===== config.mk =====
export PLATFORM = sky130hd
export DESIGN_NAME = alu_bist
export DESIGN_NICKNAME = d
export VERILOG_FILES = /design/src/rtl/alu_bist.sv
export SDC_FILE = /design/constraint.sdc
export NUM_CORES = 1
export LEC_CHECK = 0
export CAP_MARGIN = 30
export CORE_UTILIZATION = 40
export DETAILED_ROUTE_END_ITERATION = 16
export GPL_ROUTABILITY_DRIVEN = 0
export PLACE_DENSITY = 0.71
export REMOVE_ABC_BUFFERS = 1
export SLEW_MARGIN = 20
export SYNTH_ARGS = -nofsm -noshare
export SYNTH_HDL_FRONTEND = slang
export SYNTH_SLANG_ARGS = --single-unit

===== constraint.sdc =====
create_clock -name clk -period 2.5 [get_ports clk]
set_input_delay 0.375 -clock clk [delete_from_list [all_inputs] [get_ports clk]]
set_output_delay 0.375 -clock clk [all_outputs]
set_load 0.02 [all_outputs]

===== src/rtl/alu_bist.sv =====
// Built-in self-test engine for the ALU: replays {f, y_expected} vectors from a
// synchronous ROM against latched operands and records mismatches.
module alu_bist #(
    parameter int ADDR_W = 14,
    parameter int CNT_W  = 16
) (
    input  logic              clk,
    input  logic              reset,
    input  logic              start,
    input  logic [31:0]       op_a,
    input  logic [31:0]       op_b,
    input  logic [ADDR_W:0]   vec_count,
    output logic              vec_rd,
    output logic [ADDR_W-1:0] vec_addr,
    input  logic [34:0]       vec_data,
    output logic [31:0]       alu_a,
    output logic [31:0]       alu_b,
    output logic [2:0]        alu_f,
    input  logic [31:0]       alu_y,
    output logic              busy,
    output logic              done,
    output logic              pass,
    output logic [CNT_W-1:0]  err_count,
    output logic [ADDR_W:0]   vec_num,
    output logic [ADDR_W-1:0] first_err_idx,
    output logic [31:0]       first_err_y,
    output logic [31:0]       first_err_exp
);

    typedef enum logic [2:0] {IDLE, FETCH, APPLY, CHECK, DONE} state_t;

    localparam logic [ADDR_W:0] MAX_VEC = {1'b1, {ADDR_W{1'b0}}};

    state_t          state, state_nx;
    logic [31:0]     a_q, b_q, exp_q;
    logic [2:0]      f_q;
    logic [ADDR_W:0] count_q;
    logic [ADDR_W:0] vec_num_nx;
    logic            accept;
    logic            mismatch;

    assign accept     = start && (state == IDLE || state == DONE);
    assign mismatch   = (state == CHECK) && (alu_y != exp_q);
    assign vec_num_nx = vec_num + 1'b1;

    // NOTE: state_nx gets its default before the case so no path leaves it unassigned (no latch).
    always_comb begin
        state_nx = state;
        case (state)
            IDLE, DONE: if (start) state_nx = (vec_count == '0) ? DONE : FETCH;
            FETCH:      state_nx = APPLY;
            APPLY:      state_nx = CHECK;
            CHECK:      state_nx = (vec_num_nx == count_q) ? DONE : FETCH;
            default:    state_nx = IDLE;
        endcase
    end

    // NOTE: all registers here use non-blocking assignment so every update sees pre-edge values.
    always_ff @(posedge clk) begin
        if (reset) begin
            state         <= IDLE;
            a_q           <= '0;
            b_q           <= '0;
            count_q       <= '0;
            f_q           <= '0;
            exp_q         <= '0;
            err_count     <= '0;
            vec_num       <= '0;
            first_err_idx <= '0;
            first_err_y   <= '0;
            first_err_exp <= '0;
        end else begin
            state <= state_nx;
            if (accept) begin
                a_q           <= op_a;
                b_q           <= op_b;
                count_q       <= (vec_count > MAX_VEC) ? MAX_VEC : vec_count;
                err_count     <= '0;
                vec_num       <= '0;
                first_err_idx <= '0;
                first_err_y   <= '0;
                first_err_exp <= '0;
            end
            if (state == APPLY) begin
                f_q   <= vec_data[34:32];
                exp_q <= vec_data[31:0];
            end
            if (state == CHECK) begin
                vec_num <= vec_num_nx;
                if (mismatch) begin
                    if (err_count != '1) err_count <= err_count + 1'b1;
                    // A zero count means no failure has been captured yet this run.
                    if (err_count == '0) begin
                        first_err_idx <= vec_num[ADDR_W-1:0];
                        first_err_y   <= alu_y;
                        first_err_exp <= exp_q;
                    end
                end
            end
        end
    end

    assign busy     = (state == FETCH) || (state == APPLY) || (state == CHECK);
    assign done     = (state == DONE);
    assign pass     = done && (err_count == '0);
    assign vec_rd   = (state == FETCH);
    assign vec_addr = vec_rd ? vec_num[ADDR_W-1:0] : '0;
    assign alu_a    = busy ? a_q : '0;
    assign alu_b    = busy ? b_q : '0;
    assign alu_f    = (state == APPLY || state == CHECK) ? f_q : '0;

endmodule

==> impl_metrics.yaml <==
clocking:
  clkTransAtPathRegs_ps: 60
  clock_sinks: 226
  cts-root-buf: "sky130_fd_sc_hd__clkbuf_16"
  clk-insertion-delay-late_ps: 510
  holdBufCountCts: 0
  clk_path_buf_depth: 3
  cts_tree: "yes"
  cts_inserted_buffers: 25
  cts_max_level: 1
sta:
  period_share_pct: 95.4
  slew_headroom_pct: 55.3
  report.final.setup_viol: 0
  slew_viol_final: 0
  number_of_hold_violations_in_the_final_report: 0
  fmax_mhz: 419
  fin_worst_skew_ps: 13.5
  final.hold.worst_slack_ps: 330
  final_period_minus_worst_setup_slack_ps: 2390
  worst-slew-pin-transition_ps: 664
  timing.final.ws_setup_ps: 114
  unrepaired_setup_endpoints_after_global_routing: "false"
die:
  dieHeight_um: 163
  die-width_um: 163
  io_pins: 343
  placeableCoreArea_um2: 25300
  placementRows: 58
  start_util_pct: 40.9
  overall_die_area_um2: 26500
placement:
  port_buffers: 342
  dp_worst_setup_slack_ps: -151
  post-dp-hpwl_um: 22500
worst_setup_path:
  crit_path_arrival_time_ps: 2010
  path_type_of_the_worst_setup_path: "reg -> out"
  critical_path.max_stage_delay_ps: 400
  critPathSlowestCell: "sky130_fd_sc_hd__dfxtp_2"
  crit-reg2reg-launch: "exp_q[12]$_SDFFE_PP0N_"
  worstSetupPathDepth: 6
  path_cells: "nor2_1, buf_4, nor2_4, clkbuf_16, and2_1, dlygate4sd2_1"
  cp.required_ps: 2120
  startpoint_type: "register"
  worstRegToRegCells: 8
  crit_reg_reg_endpoint: "first_err_y[7]$_SDFF_PP0_"
  worstPathBufferInverterCount: 3
  regToRegSetupSlack_ps: 280
  worst_path_dominant_cell_family: "buffers and inverters"
  end_kind: "output pin"
  worstPathMaxFanout: 32
hold_path:
  hold_start: "reset"
  worst_hold_path_type: "in -> reg"
  min_delay_worst_endpoint: "exp_q[0]$_SDFFE_PP0N_"
  worst_hold_path.num_cells: 2
synthesis:
  synth_cell_type_count: 52
  synth.cell_area_um2: 10300
  postSynth.asyncResetShare_pct: 0
  synth-warning-count: 0
  synth_enable_flop_cells: 0
  synth.ff_latch_count: 226
  synth_ff_type: "sky130_fd_sc_hd__dfxtp_1"
  netlist_instances: 1304
  synth.avg_cell_area_um2: 7.92
  synth_seq_area_share_pct: 43.8
detailed_routing:
  vias_per_cell: 5.36
  first_pass_iters: 5
  ant_nets: 0
  drc: 0
  first_iter_violations: 825
  wire_per_inst_um: 17.2
  num_vias: 10500
  finalWirelength_um: 33700
power:
  worst_ir_drop_vdd_uv: 463
  p_leak_nw: 5.65
  pwr_density_cell_nw_per_um2: 625
finish:
  syn_to_final_growth_pct: 44.6
  multi_input_area_um2: 5300
  fillers: 2345
  number_of_nets_at_the_end_of_the_flow: 1763
  layout_cell_share_with_drive_strength_beyond_1_pct: 7.19
  sequential_cell_area_um2: 4530
global_route:
  globalRoute.totalOverflow: 0
  antenna_found_initial: 3
  global_route_wire_length_before_repair_um: 51800
  largest_net_degree_at_the_start_of_global_routing: 111
  grt_util_all_layers_pct: 24.2
  vias_in_the_first_global_route: 9774
flow_run:
  drv_cap: 0
outcome:
  status: "completed"
## metal layers
metal | track usage (%) | share of wire (%) | vias to the layer above
li1 | - | - | 5145
met1 | 31.6 | 43 | 4919
met2 | 39.6 | 47 | 383
met3 | 4.71 | 7.3 | 56
met4 | 8.24 | 2.7 | 0
met5 | 0 | 0 | -
## timing repair
item,CTS,global route
gates cloned,0,1
buffers inserted,1,0
endpoints found under the setup margin,82,66
pin swaps,1,0
resized for setup,85,9
## synthesized netlist by cell type, drive strengths merged (2+ instances only)
cell type / n / area (µm²)
a21oi: 204 / 1020
or2: 3 / 18.8
nand2: 230 / 863
nor2: 41 / 156
a211oi: 3 / 27.5
nand3: 95 / 475
nand4: 11 / 75.1
nor3: 16 / 80.1
and2: 86 / 538
clkbuf: 97 / 364
nand3b: 6 / 45.0
ha: 3 / 37.5
buf: 22 / 159
dfxtp: 226 / 4520
o21ai: 23 / 130
xnor2: 17 / 149
nor2b: 5 / 31.3
nor4: 18 / 119
mux2i: 2 / 20.0
nor3b: 2 / 15.0
inv: 6 / 22.5
nor4b: 2 / 17.5
or4: 2 / 15.0
a22oi: 10 / 75.1
nand4b: 3 / 26.3
and4: 6 / 52.6
nand2b: 13 / 81.3
xor2: 40 / 350
and3: 4 / 25.0
o211ai: 88 / 661
a31oi: 9 / 56.3
## sequential cells by signal (all words and copies together), names as in the netlist
| name | flops |
|---|---|
| exp_q | 32 |
| first_err_y | 32 |
| count_q | 15 |
| vec_num | 15 |
| first_err_exp | 32 |
| b_q | 32 |
| f_q | 3 |
| state | 3 |
| first_err_idx | 14 |
| err_count | 16 |
| a_q | 32 |
## worst max path at each step
stage / startpoint / to
floorplan: state[0]$_SDFFE_PP0P_ / err_count[0]$_SDFF_PP0_
global route: state[1]$_SDFFE_PP0P_ / alu_b[18]
CTS: state[1]$_SDFFE_PP0P_ / alu_a[0]
finish: state[1]$_SDFFE_PP0P_ / alu_a[13]
detailed placement: alu_y[12] / first_err_y[7]$_SDFF_PP0_
global placement: alu_y[12] / first_err_idx[4]$_SDFF_PP0_
## area by class of cell
class | count | share of cell area (%)
Timing Repair Buffer | 399 | 25.8
Sequential cell | 226 | 30.3
Inverter | 6 | 0.151
Clock inverter | 10 | 0.704
Multi-Input combinational cell | 953 | 35.5
Clock buffer | 34 | 4.68
Tap cell | 330 | 2.77
Antenna cell | 3 | 0.0503
## placed cells by master (no fill, tap or decap), types with 5 or more instances in the layout
cell and instances:
sky130_fd_sc_hd__nor2_1 39, sky130_fd_sc_hd__nand4_1 10, sky130_fd_sc_hd__dlygate4sd2_1 75, sky130_fd_sc_hd__clkbuf_16 26
sky130_fd_sc_hd__buf_4 49, sky130_fd_sc_hd__a31oi_1 9, sky130_fd_sc_hd__o21ai_0 20, sky130_fd_sc_hd__nand3_1 95
sky130_fd_sc_hd__xor2_1 40, sky130_fd_sc_hd__clkbuf_1 5, sky130_fd_sc_hd__nor3_1 16, sky130_fd_sc_hd__and4_1 6
sky130_fd_sc_hd__buf_12 7, sky130_fd_sc_hd__o211ai_1 88, sky130_fd_sc_hd__and2_1 85, sky130_fd_sc_hd__nand3b_1 6
sky130_fd_sc_hd__dfxtp_1 224, sky130_fd_sc_hd__inv_1 6, sky130_fd_sc_hd__a21oi_1 204, sky130_fd_sc_hd__nand2b_1 13
sky130_fd_sc_hd__nand2_1 229, sky130_fd_sc_hd__xnor2_1 17, sky130_fd_sc_hd__clkinv_2 6, sky130_fd_sc_hd__clkdlybuf4s50_1 259
sky130_fd_sc_hd__nor4_1 17, sky130_fd_sc_hd__a22oi_1 10
## logic make-up (layout without fill, tap and decap cells)
| family | count (synthesis) | in the layout | synth area share [%] |
|---|---|---|---|
| xor gates and xnor gates | 57 | 57 | 4.83 |
| other | 0 | 3 | 0 |
| and+or+nand+nor | 544 | 544 | 25.6 |
| buffers and inverters | 125 | 449 | 5.28 |
| DFF | 226 | 226 | 43.8 |
| adders and majority gates | 3 | 3 | 0.364 |
| AOI/OAI and AO/OA | 346 | 346 | 19.8 |
| muxes | 3 | 3 | 0.303 |
## report_power, final
part | switching (mW) | total (mW) | internal [mW]
combinational | 1.04 | 1.77 | 0.725
clock | 1.48 | 3.63 | 2.16
sequential | 0.120 | 3.92 | 3.80
total | 2.64 | 9.32 | 6.68
## per-stage QoR
step	setup TNS, ps	util [%]	cell area (µm²)	instances	power [mW]
global placement	-7570	56.1	14200	1912	5.76
finish	0	59.1	14900	1961	9.32
floorplan	-308010	-	9800	1185	4.82
global route	0	59.1	14900	1961	9.73
CTS	0	59.0	14900	1957	9.38
detailed placement	-9590	56.1	14200	1912	5.78
Power figures use the tool's default switching activity.
